File: config.mk
export PLATFORM = sky130hd
export DESIGN_NAME = ram_rd_streamer
export DESIGN_NICKNAME = d
export VERILOG_FILES = /design/src/rtl/ram_rd_streamer.sv
export SDC_FILE = /design/constraint.sdc
export NUM_CORES = 1
export LEC_CHECK = 0
export ABC_AREA = 1
export CORE_MARGIN = 2
export CORE_UTILIZATION = 56
export DETAILED_ROUTE_END_ITERATION = 7
export PLACE_DENSITY = 0.91
export SKIP_LAST_GASP = 1
export SYNTH_ARGS = -nofsm -noshare
export SYNTH_HDL_FRONTEND = slang
export SYNTH_SLANG_ARGS = --single-unit
File: constraint.sdc
create_clock -name clk -period 3.1 [get_ports clk]
set_clock_uncertainty 0.15 [all_clocks]
set_input_delay 0.31 -clock clk [delete_from_list [all_inputs] [get_ports clk]]
set_output_delay 0.31 -clock clk [all_outputs]
set_load 0.02 [all_outputs]
File: src/rtl/ram_rd_streamer.sv
// Read-side streamer for simple dual-port RAMs: issues block reads,
// tracks the fixed read latency and returns words as a valid/ready stream.
module ram_rd_streamer #(
   parameter int DATA_WIDTH = 8,
   parameter int ADDR_WIDTH = 6,
   parameter int RD_LATENCY = 1,
   parameter int FIFO_DEPTH = 4
) (
   input  logic                  clk,
   input  logic                  rst,
   input  logic                  start,
   input  logic [ADDR_WIDTH-1:0] start_addr,
   input  logic [ADDR_WIDTH:0]   count,
   output logic                  busy,
   output logic                  done,
   output logic                  ram_rd_en,
   output logic [ADDR_WIDTH-1:0] ram_rd_addr,
   input  logic [DATA_WIDTH-1:0] ram_rd_data,
   output logic                  out_valid,
   input  logic                  out_ready,
   output logic [DATA_WIDTH-1:0] out_data
);

   localparam int PW = (FIFO_DEPTH > 1) ? $clog2(FIFO_DEPTH) : 1;
   localparam int CW = $clog2(FIFO_DEPTH + RD_LATENCY + 2) + 1;
   localparam logic [ADDR_WIDTH:0] ONE = 1;

   if (RD_LATENCY < 1 || RD_LATENCY > 2 ||
       FIFO_DEPTH < RD_LATENCY + 2) begin : g_bad_cfg
      $error("ram_rd_streamer: illegal RD_LATENCY/FIFO_DEPTH");
   end

   typedef enum logic [1:0] {IDLE, READ, DRAIN} state_t;

   state_t                state_q, state_d;
   logic [ADDR_WIDTH-1:0] addr_q, addr_d;
   logic [ADDR_WIDTH:0]   rem_q, rem_d;
   logic                  rd_en_q, rd_en_d;
   logic [ADDR_WIDTH-1:0] rd_addr_q, rd_addr_d;
   logic                  done_q, done_d;
   logic [RD_LATENCY-1:0] pipe_q;
   logic [DATA_WIDTH-1:0] mem_q [FIFO_DEPTH];
   logic [PW-1:0]         wp_q, rp_q;
   logic [CW-1:0]         fcnt_q;
   logic [CW-1:0]         used;
   logic                  push, pop, credit;

   assign push = pipe_q[RD_LATENCY-1];
   assign pop  = out_valid && out_ready;

   // Reads outstanding plus words held; a pop this cycle frees a slot now.
   always_comb begin
      used = fcnt_q + CW'(rd_en_q);
      for (int i = 0; i < RD_LATENCY; i++) begin
         used = used + CW'(pipe_q[i]);
      end
      if (pop) used = used - CW'(1);
   end

   assign credit = used < CW'(FIFO_DEPTH);

   always_comb begin
      state_d   = state_q;
      addr_d    = addr_q;
      rem_d     = rem_q;
      rd_en_d   = 1'b0;
      rd_addr_d = rd_addr_q;
      done_d    = 1'b0;
      unique case (state_q)
         IDLE: begin
            if (start) begin
               if (count == '0) begin
                  done_d = 1'b1;
               end else begin
                  rd_en_d   = 1'b1;
                  rd_addr_d = start_addr;
                  addr_d    = start_addr + 1'b1;
                  rem_d     = count - 1'b1;
                  state_d   = (count == ONE) ? DRAIN : READ;
               end
            end
         end
         READ: begin
            if (rem_q != '0 && credit) begin
               rd_en_d   = 1'b1;
               rd_addr_d = addr_q;
               addr_d    = addr_q + 1'b1;
               rem_d     = rem_q - 1'b1;
               if (rem_q == ONE) state_d = DRAIN;
            end
         end
         DRAIN: begin
            if (!rd_en_q && pipe_q == '0 &&
                (fcnt_q == '0 || (fcnt_q == CW'(1) && pop))) begin
               state_d = IDLE;
               done_d  = 1'b1;
            end
         end
         default: state_d = IDLE;
      endcase
   end

   always_ff @(posedge clk) begin
      if (rst) begin
         state_q   <= IDLE;
         addr_q    <= '0;
         rem_q     <= '0;
         rd_en_q   <= 1'b0;
         rd_addr_q <= '0;
         done_q    <= 1'b0;
         pipe_q    <= '0;
         wp_q      <= '0;
         rp_q      <= '0;
         fcnt_q    <= '0;
      end else begin
         state_q   <= state_d;
         addr_q    <= addr_d;
         rem_q     <= rem_d;
         rd_en_q   <= rd_en_d;
         rd_addr_q <= rd_addr_d;
         done_q    <= done_d;
         pipe_q    <= (pipe_q << 1) | RD_LATENCY'(rd_en_q);
         if (push) begin
            wp_q <= (wp_q == PW'(FIFO_DEPTH - 1)) ? '0 : wp_q + 1'b1;
         end
         if (pop) begin
            rp_q <= (rp_q == PW'(FIFO_DEPTH - 1)) ? '0 : rp_q + 1'b1;
         end
         fcnt_q <= fcnt_q + CW'(push) - CW'(pop);
      end
   end

   always_ff @(posedge clk) begin
      if (push) mem_q[wp_q] <= ram_rd_data;
   end

   assign busy        = state_q != IDLE;
   assign done        = done_q;
   assign ram_rd_en   = rd_en_q;
   assign ram_rd_addr = rd_addr_q;
   assign out_valid   = fcnt_q != '0;
   assign out_data    = out_valid ? mem_q[rp_q] : '0;

endmodule

# ---- After elaboration in Yosys (flattened, before gate mapping)
# Memory sizes are Yosys's and may differ from the RTL's. A register that Yosys moved wholly into a read port is not among the register bits.
# Cells that the tools add are included.
# Widths: inputs -> output; s select.
dict set report totals {
  regBits 32
  mem_bits_rw 32
  input_bits 25
  out_inout_bits 18
  word_cells 87
  mem_count 1
}
dict set report classes {
  n_addsub 11
  n_lt_le_gt_ge 1
  eq_ne 12
  muxes 35
  bitwise 1
  n_reduce_logical 16
}
# memory words width read_ports rd_ports_with_merged_regs write_ports line
set mem_list {}
lappend mem_list {mem_q 4 8 1 1 1 42} ;# logic [DATA_WIDTH-1:0] mem_q [FIFO_DEPTH];
# operator n
set ops {}
lappend ops {{$mux 6} 6}
lappend ops {{$pmux 6 s2} 2}
lappend ops {{$mux 7} 3}
lappend ops {{$mux 2} 10}
lappend ops {{$eq 7x1->1 const B} 2}
lappend ops {{$pmux 7 s2} 1}
lappend ops {{$sub 7x1->7 const B} 2}
lappend ops {{$add 4x1->4} 3}
lappend ops {{$add 6x1->6 const B} 2}
lappend ops {{$ne 2x2->1 const B} 5}
lappend ops {{$mux 1} 8}
lappend ops {{$mux 8} 1}
lappend ops {{$logic_not 7->1} 1}
lappend ops {{$reduce_bool 7->1} 1}
lappend ops {{$eq 2x2->1 const B} 3}
lappend ops {{$pmux 2 s3} 1}
lappend ops {{$logic_and 1x1->1} 5}
lappend ops {{$reduce_and 5->1} 1}
lappend ops {{$add 2x1->2 const B} 2}
lappend ops {{$eq 4x1->1 const B} 1}
lappend ops {{$logic_not 4->1} 1}
lappend ops {{$lt 4x3->1 const B} 1}
lappend ops {{$mux 4} 1}
lappend ops {{$pmux 1 s2} 2}
lappend ops {{other kinds (10)} 11}

# ---- Depth between registers and ports, before layout
dict set report logic_depth {
  ltp_word 8
  depth_mapped 14
  mapped_depth_nobuf 13
}

# ---- Worst setup path after synthesis
# OpenSTA, ideal clock, no wires.
dict set report synth_timing {
  path_type {flip-flop to flip-flop}
  from {register fcnt_q[2]}
  to {register fcnt_q[2]}
  setup_ns 0.126
  arrival_time_ns 2.194
  required_ns 2.824
  setup_slack_ns 0.630
  stages_incl_launch_ff 13
  n_path_buf 0
  period_less_slack_ns 2.470
  cell_sequence {dfxtp_1 inv_1 ha_1 nand2_2 clkinv_1 nor2_1 ha_1 inv_1 ha_1 inv_1 fa_1 xor2_1 nor2_1}
}
dict set report synth_via {
  elab_chain_cells 3
  elab_cells_between_ends 4
  cone_classes {add/sub (2); reduce/logical (2)}
}
# element line
set synth_rtl {}
lappend synth_rtl {{from (decl)} 44} ;# logic [CW-1:0] fcnt_q;
lappend synth_rtl {{from (signal assigned)} 129} ;# fcnt_q <= fcnt_q + CW'(push) - CW'(pop);
lappend synth_rtl {{$reduce_bool 4->1} 141} ;# assign out_valid = fcnt_q != '0;
lappend synth_rtl {{net out_valid} 19} ;# output logic out_valid,
lappend synth_rtl {{$logic_and 1x1->1} 49} ;# assign pop = out_valid && out_ready;
lappend synth_rtl {{net pop} 46} ;# logic push, pop, credit;
lappend synth_rtl {{$sub 4x1->4} 129}
# The timed path passes the listed nets, and every way through them passes these cells.
# A chain may end at the register's enable or synchronous reset.

==> implementation parameters <==
Parameter                              Value

Final layout
  Count of inserted antenna diode cells ... 0
  Fraction of final layout cells with drive strength greater than 1 ... 9.64%
  Net count reported at finish ... 507
  Area Growth Syn to Fin ... 18.8%

Place
  I/O Buffers ... 42
  DPL Wire Length ... 5160 um
  Routability cong. ... 0.830
  Dpl ws ... 600 ps

Routing
  Number of vias per cell after detailed routing ... 5.37
  Wire length per cell after detailed routing ... 13.3 um
  Final wirelength ... 7210 um
  Drt pass-1 iters ... 5
  Number of nets with antenna violations after detailed routing ... 0
  DRC violation count after routing ... 0
  Total number of vias ... 2909
  Top Layer Used ... met4
  Sum of met3 wire segment lengths after detailed routing ... 438 um
  Metal2 WL ... 3700 um
  DRT met1 WL ... 3010 um
  Starting DRT DRC Count ... 178

Critical path
  Maximum fanout count along the critical path ... 9
  Element type at the critical path start ... register
  Sort of element at the end of the critical path ... primary output
  Worst endpoint data arrival time ... 2230 ps
  Top cell family by delay on the critical path ... buffers and inverters
  Largest stage delay on the critical path ... 620 ps
  Buffers plus inverters on the worst setup path ... 2
  CP cell instances ... inv_1 > nor2_1 > o21ai_0 > a21oi_1 > clkdlybuf4s50_1
  Slowest stage cell on the critical path ... clkdlybuf4s50_1
  Endpoint required time on the critical path ... 2640 ps
  Worst setup path class ... reg -> out

Yosys
  Flops & latches, synth ... 66
  Synth unique cells ... 40
  Yosys warning count ... 0
  Mean instance size in the synthesized netlist ... 8.39 um^2
  Number of cells produced by synthesis ... 420
  Number of nets in the synthesized netlist ... 465
  Sequential element share of the synthesized area ... 46.6%
  Netlist area before placement ... 3520 um^2

Pwr
  Fraction of power consumed by sequential logic ... 32.3%
  Total power divided by cell area ... 918 nW/um^2
  Peak ir drop on the vdd network ... 0.550 mV
  Psw ... 1.58 mW
  Total internal power ... 2.26 mW
  Leakage power total ... 1.82 nW
  Sw frac ... 41.2%
  Relative contribution of the clock network to total power ... 20.4%
  Power share of the combinational group ... 47.2%

Clocking
  Post-cts sizing count ... 0
  Master cell of the clock root buffer ... clkbuf_8
  Number of buffers inserted by hold repair at cts ... 0
  Setup bufs post-CTS ... 0
  Clock tree from TritonCTS ... built
  Number of H-tree levels ... 3
  Insertion delay to the later sink of the worst-skew pair ... 340 ps
  Clock Sink Count ... 66
  Clock slew at reported path FFs ... 70 ps
  Clock buffer count from CTS ... 9
  Maximum count of clock buffers along a single path ... 2

STA
  Final setup violation count ... 0
  Final period util ... 86.7%
  Achievable frequency ... 372 MHz
  Actual slew at the worst max-slew pin ... 768 ps
  Post-route setup TNS ... 0 ps
  Final hold viol count ... 0
  Setup slack of the critical path after layout ... 413 ps
  RSZ-0062 raised after global routing ... no
  Relative slew margins ... 48.8%
  Final critical-path required period ... 2690 ps
  Slew Viols, Final ... 0

Die
  Core footprint ... 5990 um^2
  Initial core utilization ... 58.8%
  Die outline height ... 83.3 um
  Overall die area ... 6940 um^2
  Horiz. Die Dim ... 83.3 um
  Number of I/O pins ... 43
  Number of core rows ... 28

GRT
  Vias in the first global route ... 2711
  GRT overflow ... 0
  Number of antenna violations at the first check in global routing ... 0
  Maximum number of pins on one net before global-route repair ... 25
  Combined global-route utilization of all metal layers ... 21.8%
  Global-route wire length before repair ... 12200 um

Min path
  Worst min-delay path class ... reg -> reg

Flow run
  Max Cap Violations ... 0

Status
  Run status ... finished, final reports clean
## path summary, 6_finish.rpt
kind	start	endpoint	slack, ps	cells past startpoint
max	register	out_data[2]	410	5
min	ram_rd_en	pipe_q	340	2
max reg2reg	fcnt_q[2]	fcnt_q[3]	630	13
min reg2reg	ram_rd_en	pipe_q	340	2
## Yosys cell counts, drive strengths merged
master   n  area, um^2
nor2    93         379
nand2   74         313
inv     49         186
dfxtp   34         681
edfxtp  32         961
o21ai   29         164
nand3   25         153
ha      18         225
a21oi   16        80.1
buf      8        66.3
nand3b   7        52.6
xor2     7        61.3
nor3     6        35.0
clkbuf   5        18.8
nand4    5        31.3
fa       2        40.0
o211a    2        20.0
a211oi   1        7.51
a31oi    1        6.26
clkinv   1        3.75
mux2i    1        10.0
nor3b    1        7.51
o22ai    1        6.26
o31ai    1        7.51
xnor2    1        8.76
## stage by stage
stage / power [mW] / cell area (um^2) / hold WS [ps] / cells / util [%]
3_5_place_dp: 3.06 / 3970 / 337 / 526 / 66.2
2_1_floorplan: 2.55 / 3520 / 259 / 420 / -
5_1_grt: 4.12 / 4190 / 369 / 542 / 69.9
3_3_place_gp: 2.98 / 3970 / 330 / 526 / 66.2
4_1_cts: 3.85 / 4190 / 346 / 542 / 69.9
6_report: 3.84 / 4190 / 341 / 542 / 69.9
## worst reg2reg max path, stage by stage, from the launching register on
cell and delay [ps]:
dfxtp_1 370, inv_1 90, ha_1 240, nand2_2 110
clkinv_1 80, nor2_1 200, ha_1 250, inv_1 60
ha_1 270, nand2_1 60, nor2_1 40, a211oi_1 240
o21ai_0 120, a21oi_1 150
## registers in the layout, indices dropped and copies added (netlist names), named ones only
| name | flops |
|---|---|
| fcnt_q | 4 |
| rp_q | 2 |
| state_q | 2 |
| rem_q | 7 |
| addr_q | 6 |
| wp_q | 2 |
| ram_rd_addr | 6 |
| pipe_q | 1 |
| done | 1 |
| mem_q | 32 |
| ram_rd_en | 1 |
## placed cells by master, fill, tap and decap left out, types with 3 or more instances in the layout
cell and count:
xor2_1 7, nand3_2 3, nand2_2 5, a21oi_1 16, dfxtp_1 34, nor2_1 85
o21ai_0 24, edfxtp_1 32, clkdlybuf4s50_1 42, nand2_4 3, inv_1 45, nand2_1 66
clkbuf_8 9, nor3_1 5, nand3b_1 7, ha_1 18, nand4_1 5, nand3_1 21
nor2_2 6, inv_2 3
## metal layers
metal	vias to the layer above	GRT usage, %
met5	-	0
met2	104	38.0
met1	1351	25.8
met4	0	8.05
met3	9	5.37
li1	1445	-
## cell families after synthesis
group,count (synthesis),synth area share (%)
AOI/OAI and AO/OA,51,8.27
xor gates and xnor gates,8,1.99
adders and majority gates,20,7.53
buffers and inverters,63,7.81
DFF,66,46.6
muxes,1,0.284
and+or+nand+nor,211,27.5
## power groups by stage
stage          Combinational [mW]  Sequential [mW]  Clock (mW)
2_1_floorplan                1.30             1.25           0
3_3_place_gp                 1.72             1.25           0
3_5_place_dp                 1.80             1.26           0
4_1_cts                      1.81             1.24       0.797
5_1_grt                      2.03             1.27       0.832
6_report                     1.81             1.24       0.785
## area by class of cell
cell class	instances	area (um^2)
fill	462	1800
sequential	66	1640
multi-input combinational	291	1610
timing repair buffer	44	435
inverter	50	190
clock buffer	9	124
clock inverter	7	93.8
tap	75	93.8
(Power assumes the default switching activity.)
